[src/rtl/apb_arbiter.sv]
// apb_arbiter: round-robin sharing of one APB slave port among
// NUM_MASTERS APB masters, with the arbiter driving slave SETUP/ACCESS.
//
// Ports:
//   pclk, preset_n          clock, synchronous active-low reset
//   m_paddr/m_psel/...      packed per-master APB request signals
//   m_pready                per-master ready, only to the granted master
//   m_prdata                slave read data broadcast to all masters
//   s_paddr/s_psel/...      shared APB slave port
//   s_pready, s_prdata      slave response
//   grant                   one-hot owner during SETUP/ACCESS, else 0
module apb_arbiter #(
    parameter int NUM_MASTERS = 2,
    parameter int ADDR_WIDTH  = 32,
    parameter int DATA_WIDTH  = 32
) (
    input  logic                             pclk,
    input  logic                             preset_n,
    input  logic [NUM_MASTERS*ADDR_WIDTH-1:0] m_paddr,
    input  logic [NUM_MASTERS-1:0]            m_psel,
    input  logic [NUM_MASTERS-1:0]            m_penable,
    input  logic [NUM_MASTERS-1:0]            m_pwrite,
    input  logic [NUM_MASTERS*DATA_WIDTH-1:0] m_pwdata,
    output logic [NUM_MASTERS-1:0]            m_pready,
    output logic [DATA_WIDTH-1:0]             m_prdata,
    output logic [ADDR_WIDTH-1:0]             s_paddr,
    output logic                              s_psel,
    output logic                              s_penable,
    output logic                              s_pwrite,
    output logic [DATA_WIDTH-1:0]             s_pwdata,
    input  logic                              s_pready,
    input  logic [DATA_WIDTH-1:0]             s_prdata,
    output logic [NUM_MASTERS-1:0]            grant
);

    localparam int IW = (NUM_MASTERS > 1) ? $clog2(NUM_MASTERS) : 1;

    localparam logic [1:0] IDLE   = 2'd0;
    localparam logic [1:0] SETUP  = 2'd1;
    localparam logic [1:0] ACCESS = 2'd2;

    logic [1:0]    r_state;
    logic [IW-1:0] r_g;
    logic [IW-1:0] r_ptr;

    logic          w_found;
    logic [IW-1:0] w_pick;
    logic [IW-1:0] w_next_ptr;
    logic          w_active;
    logic          w_access;

    // Scan ptr, ptr+1, ... with wrap. ptr < N and k < N, so a single
    // conditional subtract implements the modulo.
    always_comb begin : pick
        logic [IW:0] w_sum;
        w_found = 1'b0;
        w_pick  = '0;
        w_sum   = '0;
        for (int k = 0; k < NUM_MASTERS; k++) begin
            w_sum = {1'b0, r_ptr} + (IW+1)'(k);
            if (w_sum >= (IW+1)'(NUM_MASTERS)) begin
                w_sum = w_sum - (IW+1)'(NUM_MASTERS);
            end
            if (!w_found && m_psel[w_sum[IW-1:0]]) begin
                w_found = 1'b1;
                w_pick  = w_sum[IW-1:0];
            end
        end
    end

    assign w_next_ptr = (r_g == IW'(NUM_MASTERS-1)) ? '0 : r_g + IW'(1);

    always_ff @(posedge pclk) begin
        if (!preset_n) begin
            r_state <= IDLE;
            r_g     <= '0;
            r_ptr   <= '0;
        end else begin
            case (r_state)
                IDLE: begin
                    if (w_found) begin
                        r_g     <= w_pick;
                        r_state <= SETUP;
                    end
                end
                SETUP: begin
                    r_state <= ACCESS;
                end
                ACCESS: begin
                    if (s_pready) begin
                        r_state <= IDLE;
                        r_ptr   <= w_next_ptr;
                    end
                end
                default: begin
                    r_state <= IDLE;
                end
            endcase
        end
    end

    assign w_active = (r_state == SETUP) || (r_state == ACCESS);
    assign w_access = (r_state == ACCESS);

    assign s_psel    = w_active;
    assign s_penable = w_access;

    // Masters hold their request stable, so a plain mux on the grant
    // index gives the slave stable signals for the whole transfer.
    assign s_paddr  = w_active ?
                      m_paddr[int'(r_g)*ADDR_WIDTH +: ADDR_WIDTH] : '0;
    assign s_pwdata = w_active ?
                      m_pwdata[int'(r_g)*DATA_WIDTH +: DATA_WIDTH] : '0;
    assign s_pwrite = w_active & m_pwrite[r_g];

    assign m_prdata = s_prdata;

    // Ready is gated by the master's own penable so a master that
    // abandoned its request never sees a stray pready.
    always_comb begin
        m_pready = '0;
        grant    = '0;
        for (int i = 0; i < NUM_MASTERS; i++) begin
            m_pready[i] = w_access && (r_g == IW'(i)) &&
                          s_pready && m_penable[i];
            grant[i]    = w_active && (r_g == IW'(i));
        end
    end

endmodule
[config.mk]
export PLATFORM = sky130hd
export DESIGN_NAME = apb_arbiter
export DESIGN_NICKNAME = d
export VERILOG_FILES = /design/src/rtl/apb_arbiter.sv
export SDC_FILE = /design/constraint.sdc
export NUM_CORES = 1
export LEC_CHECK = 0
export BUFFER_PORTS_ARGS = -buffer_cell sky130_fd_sc_hd__buf_2
export CAP_MARGIN = 20
export CORE_AREA = 2 2 105 107
export CTS_CLUSTER_SIZE = 14
export DETAILED_ROUTE_END_ITERATION = 8
export DIE_AREA = 0 0 107 109
export HOLD_SLACK_MARGIN = 0.1
export PLACE_DENSITY_LB_ADDON = 0.08
export REMOVE_ABC_BUFFERS = 1
export SYNTH_ARGS = -nofsm -noshare
export SYNTH_HDL_FRONTEND = slang
export SYNTH_SLANG_ARGS = --single-unit
export TNS_END_PERCENT = 20
[constraint.sdc]
create_clock -name pclk -period 1.62 [get_ports pclk]
set_input_delay 0.162 -clock pclk [delete_from_list [all_inputs] [get_ports pclk]]
set_output_delay 0.162 -clock pclk [all_outputs]
set_load 0.005 [all_outputs]
# Word-level counts from Yosys, hierarchy flattened
# Index checks and enable logic that the tools add are counted.
dict set report word_totals {
  reg_bits 4
  latchBits 0
  mem_bits_rw 0
  rom_bits 0
  inputBits 169
  output_inout_bits 103
  memories 0
}
dict set report op_classes {
  add_sub_neg 4
  n_mul 0
  div_mod_pow 0
  magnitude_cmp 5
  eq_ne 4
  n_shift 2
  n_mux 18
  bitwise_logic 2
  reduce_logical 15
}
# op count
set ops {}
lappend ops {{variable part select 64 x 7 -> 32 bit} 2}
lappend ops {{two-way mux 32 bit} 2}
lappend ops {{two-way mux 1 bit} 13}
lappend ops {{logical AND 1 bit} 9}
lappend ops {{< comparator 1 x 2 -> 1 bit, second input constant} 3}
lappend ops {{one-hot mux 2 bit (3 select lines)} 1}
lappend ops {{AND reduction 2 bit} 3}
lappend ops {{two-way mux 2 bit} 2}
lappend ops {{!= test 2 bit, second input constant} 2}
lappend ops {{adder 1 x 1 -> 2 bit, second input constant} 1}
lappend ops {{== test 2 x 1 -> 1 bit, second input constant} 1}
lappend ops {{== test 2 bit, second input constant} 1}
lappend ops {{greater-or-equal comparator 1 x 2 -> 1 bit, second input constant} 1}
lappend ops {{greater-or-equal comparator 2 bit, second input constant} 1}
lappend ops {{logical NOT 2 bit} 1}
lappend ops {{subtractor 1 bit, second input constant} 2}
lappend ops {{adder 1 bit, second input constant} 1}
lappend ops {{bitwise AND 1 bit} 1}
lappend ops {{logical NOT 1 bit} 1}
lappend ops {{logical OR 1 bit} 1}
lappend ops {{inverter 1 bit} 1}

# Depth between registers and ports, before layout
dict set report logic_depth {
  depth_word 10
  ltp_mapped 5
  ltp_nobuf 5
}

# Worst setup path before layout
# No wires, ideal clock.
dict set report synth_path {
  path_type {flip-flop to output port}
  startpoint {register r_state[1]}
  endpoint {output port s_pwdata[22]}
  t_arrival_ps 1254
  required_ps 1458
  slack_ps 204
  stages_incl_launch_ff 6
  n_path_buf 2
  path_cell_list {dfxtp_1 inv_1 ha_1 buf_2 clkbuf_1 nor2b_1}
}
dict set report synth_via {
  elab_chain_cells 3
}
# element line_no
set synth_rtl {}
lappend synth_rtl {{from (decl)} 42} ;# logic [1:0] r_state;
lappend synth_rtl {{from (signal assigned)} 75} ;# r_state <= IDLE;
lappend synth_rtl {{from (signal assigned)} 83} ;# r_state <= SETUP;
lappend synth_rtl {{from (signal assigned)} 87} ;# r_state <= ACCESS;
lappend synth_rtl {{== test 2 x 1 -> 1 bit or == test 2 bit (tied branches)} 102} ;# assign w_active = (r_state == SETUP) || (r_state == ACCESS);
lappend synth_rtl {{logical OR 1 bit *} 102}
lappend synth_rtl {{via s_psel} 27} ;# output logic s_psel,
lappend synth_rtl {{two-way mux 32 bit *} 112} ;# assign s_pwdata = w_active ?
lappend synth_rtl {{to (decl)} 30} ;# output logic [DATA_WIDTH-1:0] s_pwdata,
# The timed path passes the listed nets; every way through them passes the cells marked *.

# Final worst setup path
dict set report layout_path {
  startpoint {register r_state[1]}
  endpoint {output port s_pwdata[2]}
}
dict set report layout_via {
  elab_chain_cells 3
}
# element line_no
set layout_rtl {}
lappend layout_rtl {{== test 2 x 1 -> 1 bit or == test 2 bit (tied branches)} 102}
lappend layout_rtl {{logical OR 1 bit *} 102}
lappend layout_rtl {{two-way mux 32 bit *} 112}
# Every way passes the cells marked *; elsewhere a longest branch is shown, timed or not.

==> results.ini <==
[worst_setup_path]
worstRegToRegCells=5
crit_chain=inv_2 > ha_4 > buf_12 > clkbuf_16 > nor2b_1 > buf_2
r2r-end=r_state[0]
startpoint_type=flip-flop
cp_max_fo=9
reg2reg_from=r_state[0]
critPathCaptureType=primary output
cpMaxStageDelayCell=dfxtp_2
slowest_delay_ns=0.33
arrival_ns=1.43
criticalPathCategory=reg2out
r2r_slack_ns=0.44
crit_required_ns=1.46

[worst_hold_path]
holdPathStages=2
min_to=r_state[0]
holdCritPathClass=in2reg
min-delay-start=preset_n

[timing]
fin_worst_skew_ns=0.00246
hold_viol_final=0
fmax_mhz=626
setup_viol_count_final=0
slew_headroom_pct=81.5
drv_slew=0
fin_crit_sh_pct=98.6
rsz0062_at_grt=yes
worst_pin_slew_ns=0.270
min_period_ns=1.60

[layout]
area_growth_pct=91.7
diodes=0
nets=564
fin_util_pct=30.0
final_area_mm2=0.00319
drive_above_1_share_pct=69.6

[floorplanning]
io_pins=272
fp.dieW_um=107
rows=38
start_util_pct=15.7
die_area_mm2=0.0117
die_y_um=109
coreArea_mm2=0.0106

[place]
dpl_cell_area_mm2=0.00260
hpwl_um=5800
gp_congestion=0.688
numPortBuffers=207

[global_route]
grt_pass1_vias=1839
grt_remaining_overflow=0
grt_usage_pct=10.7
antenna_found_initial=0
grt_max_degree=39
grt_pass1_wl_um=9490

[route]
wl_per_cell_um=16.0
drc=0
drt_iter0_drc=42
vias_per_cell=4.03
vias=2141
drt-pass1-iter-count=4
ant_nets=0
wirelength_um=8510

[logic_synthesis]
synth_flop_cell=dfxtp_1
ys_top_cells_by_area=mux2i_1, nor2b_1, buf_4
synth_top_area_cell=mux2i_1
ys_seq_elements=4
synthArstFlopShare_pct=0
synth_cell_types=20
syn_area_mm2=0.00166
synth_top_area_share_pct=39.8
syn_avg_cell_area_um2=8.03
netlist_top_cells_count=nor2b_1, mux2i_1, buf_4, buf_6
yosys_warnings=0
yosysMostFrequentCell=nor2b_1
synth_edf_count=0
syn_inst=207
ys_seq_area_share_pct=4.82

[outcome]
status=completed

[clocking]
cts_tree=yes
numCtsBuffers=3
htree_num_levels=1
clkTransAtPathRegs_ns=0.03
worstSkewPairLatency_ns=0.22
cts_buffer_depth=2
cts_root_buf=clkbuf_8
cts_sinks=4

[power]
cellLeakagePower_nw=1.61
ir_worst_vdd_mv=0.228
p_per_area_mw_per_mm2=644

[job]
maxCapViolCount=0

-- how the worst max path moves through the flow --
stage	slack [ns]	endpoint	cells past startpoint	startpoint
2_1_floorplan	-1.35	s_paddr[0]	2	r_g
3_3_place_gp	0.20	s_pwdata[21]	5	r_state[0]
3_5_place_dp	0.15	s_pwdata[8]	5	r_state[0]
4_1_cts	0.01	s_pwdata[14]	5	r_state[0]
5_1_grt	-0.06	s_paddr[21]	4	r_g
6_report	0.02	s_pwdata[2]	6	r_state[1]
-- critical path: cells and delay by family, from the launching register on --
kind / cells / cell delay [ns]
fa+ha+maj: 1 / 0.30
buf+inv: 4 / 0.45
flops: 1 / 0.33
simple gates: 1 / 0.12
-- where the power goes --
| part | total [W] | internal [W] | switching [W] |
|---|---|---|---|
| Sequential | 0.000126 | 0.000111 | 0.0000152 |
| Combinational | 0.00169 | 0.00105 | 0.000643 |
| Clock | 0.000230 | 0.000169 | 0.0000608 |
-- logic make-up after synthesis --
logic type      count (synthesis)  share of synthesized area [%]
simple gates                   80                           29.0
compound gates                  5                           2.18
flops                           4                           4.82
buf+inv                        49                           22.0
mux                            66                           39.8
fa+ha+maj                       3                           2.26
-- stage by stage --
stage	total power (W)	hold WS (ns)	setup TNS (ns)	std cells	setup WS [ns]
6_report	0.00205	0.222	0	531	0.0232
2_1_floorplan	0.000692	0.290	-94.66	160	-1.35
4_1_cts	0.00156	0.223	0	516	0.0107
3_5_place_dp	0.00124	0.324	0	511	0.151
5_1_grt	0.00221	0.242	-1.14	531	-0.0645
3_3_place_gp	0.00125	0.324	0	511	0.197
-- state kept, by name, summed over array words and instances, names as in the netlist --
signal,cells
r_g,1
r_state,2
r_ptr,1
-- metal layers --
layer	GRT usage [%]	share of wire, %
met2	17.6	48
met5	4.46	0.54
met4	2.50	0.69
met3	6.40	12
met1	11.5	38
-- final cells by class --
class                   instances  area, µm²
well taps                     140        175
clock buffers                   4       45.0
flip-flops and latches          4       86.3
fillers                      1145       7420
multi-input cells             154       1450
inverters                       2       7.51
repair buffers                227       1430
-- cell usage in the layout, fill, tap and decap left out, types with 2 or more instances in the layout --
cell type / Yosys / routed
buf_12: 0 / 5
buf_16: 0 / 2
buf_2: 1 / 206
buf_4: 32 / 4
buf_6: 8 / 3
clkbuf_16: 0 / 7
clkbuf_8: 0 / 3
dfxtp_2: 0 / 2
ha_1: 3 / 2
inv_2: 0 / 2
mux2i_1: 66 / 60
mux2i_2: 0 / 6
nand2_1: 6 / 6
nor2_1: 2 / 2
nor2b_1: 68 / 39
nor2b_2: 0 / 5
nor2b_4: 0 / 24
-- repair_timing --
item / in CTS / in global routing
endpoints found under the setup margin: 67 / 59
setup buffers: 0 / 6
pin swaps: 1 / 1
hold buffers: 0 / 0
gates resized for setup: 5 / 45
cloned: 1 / 9
No activity file was read; power rests on OpenSTA's default activity.
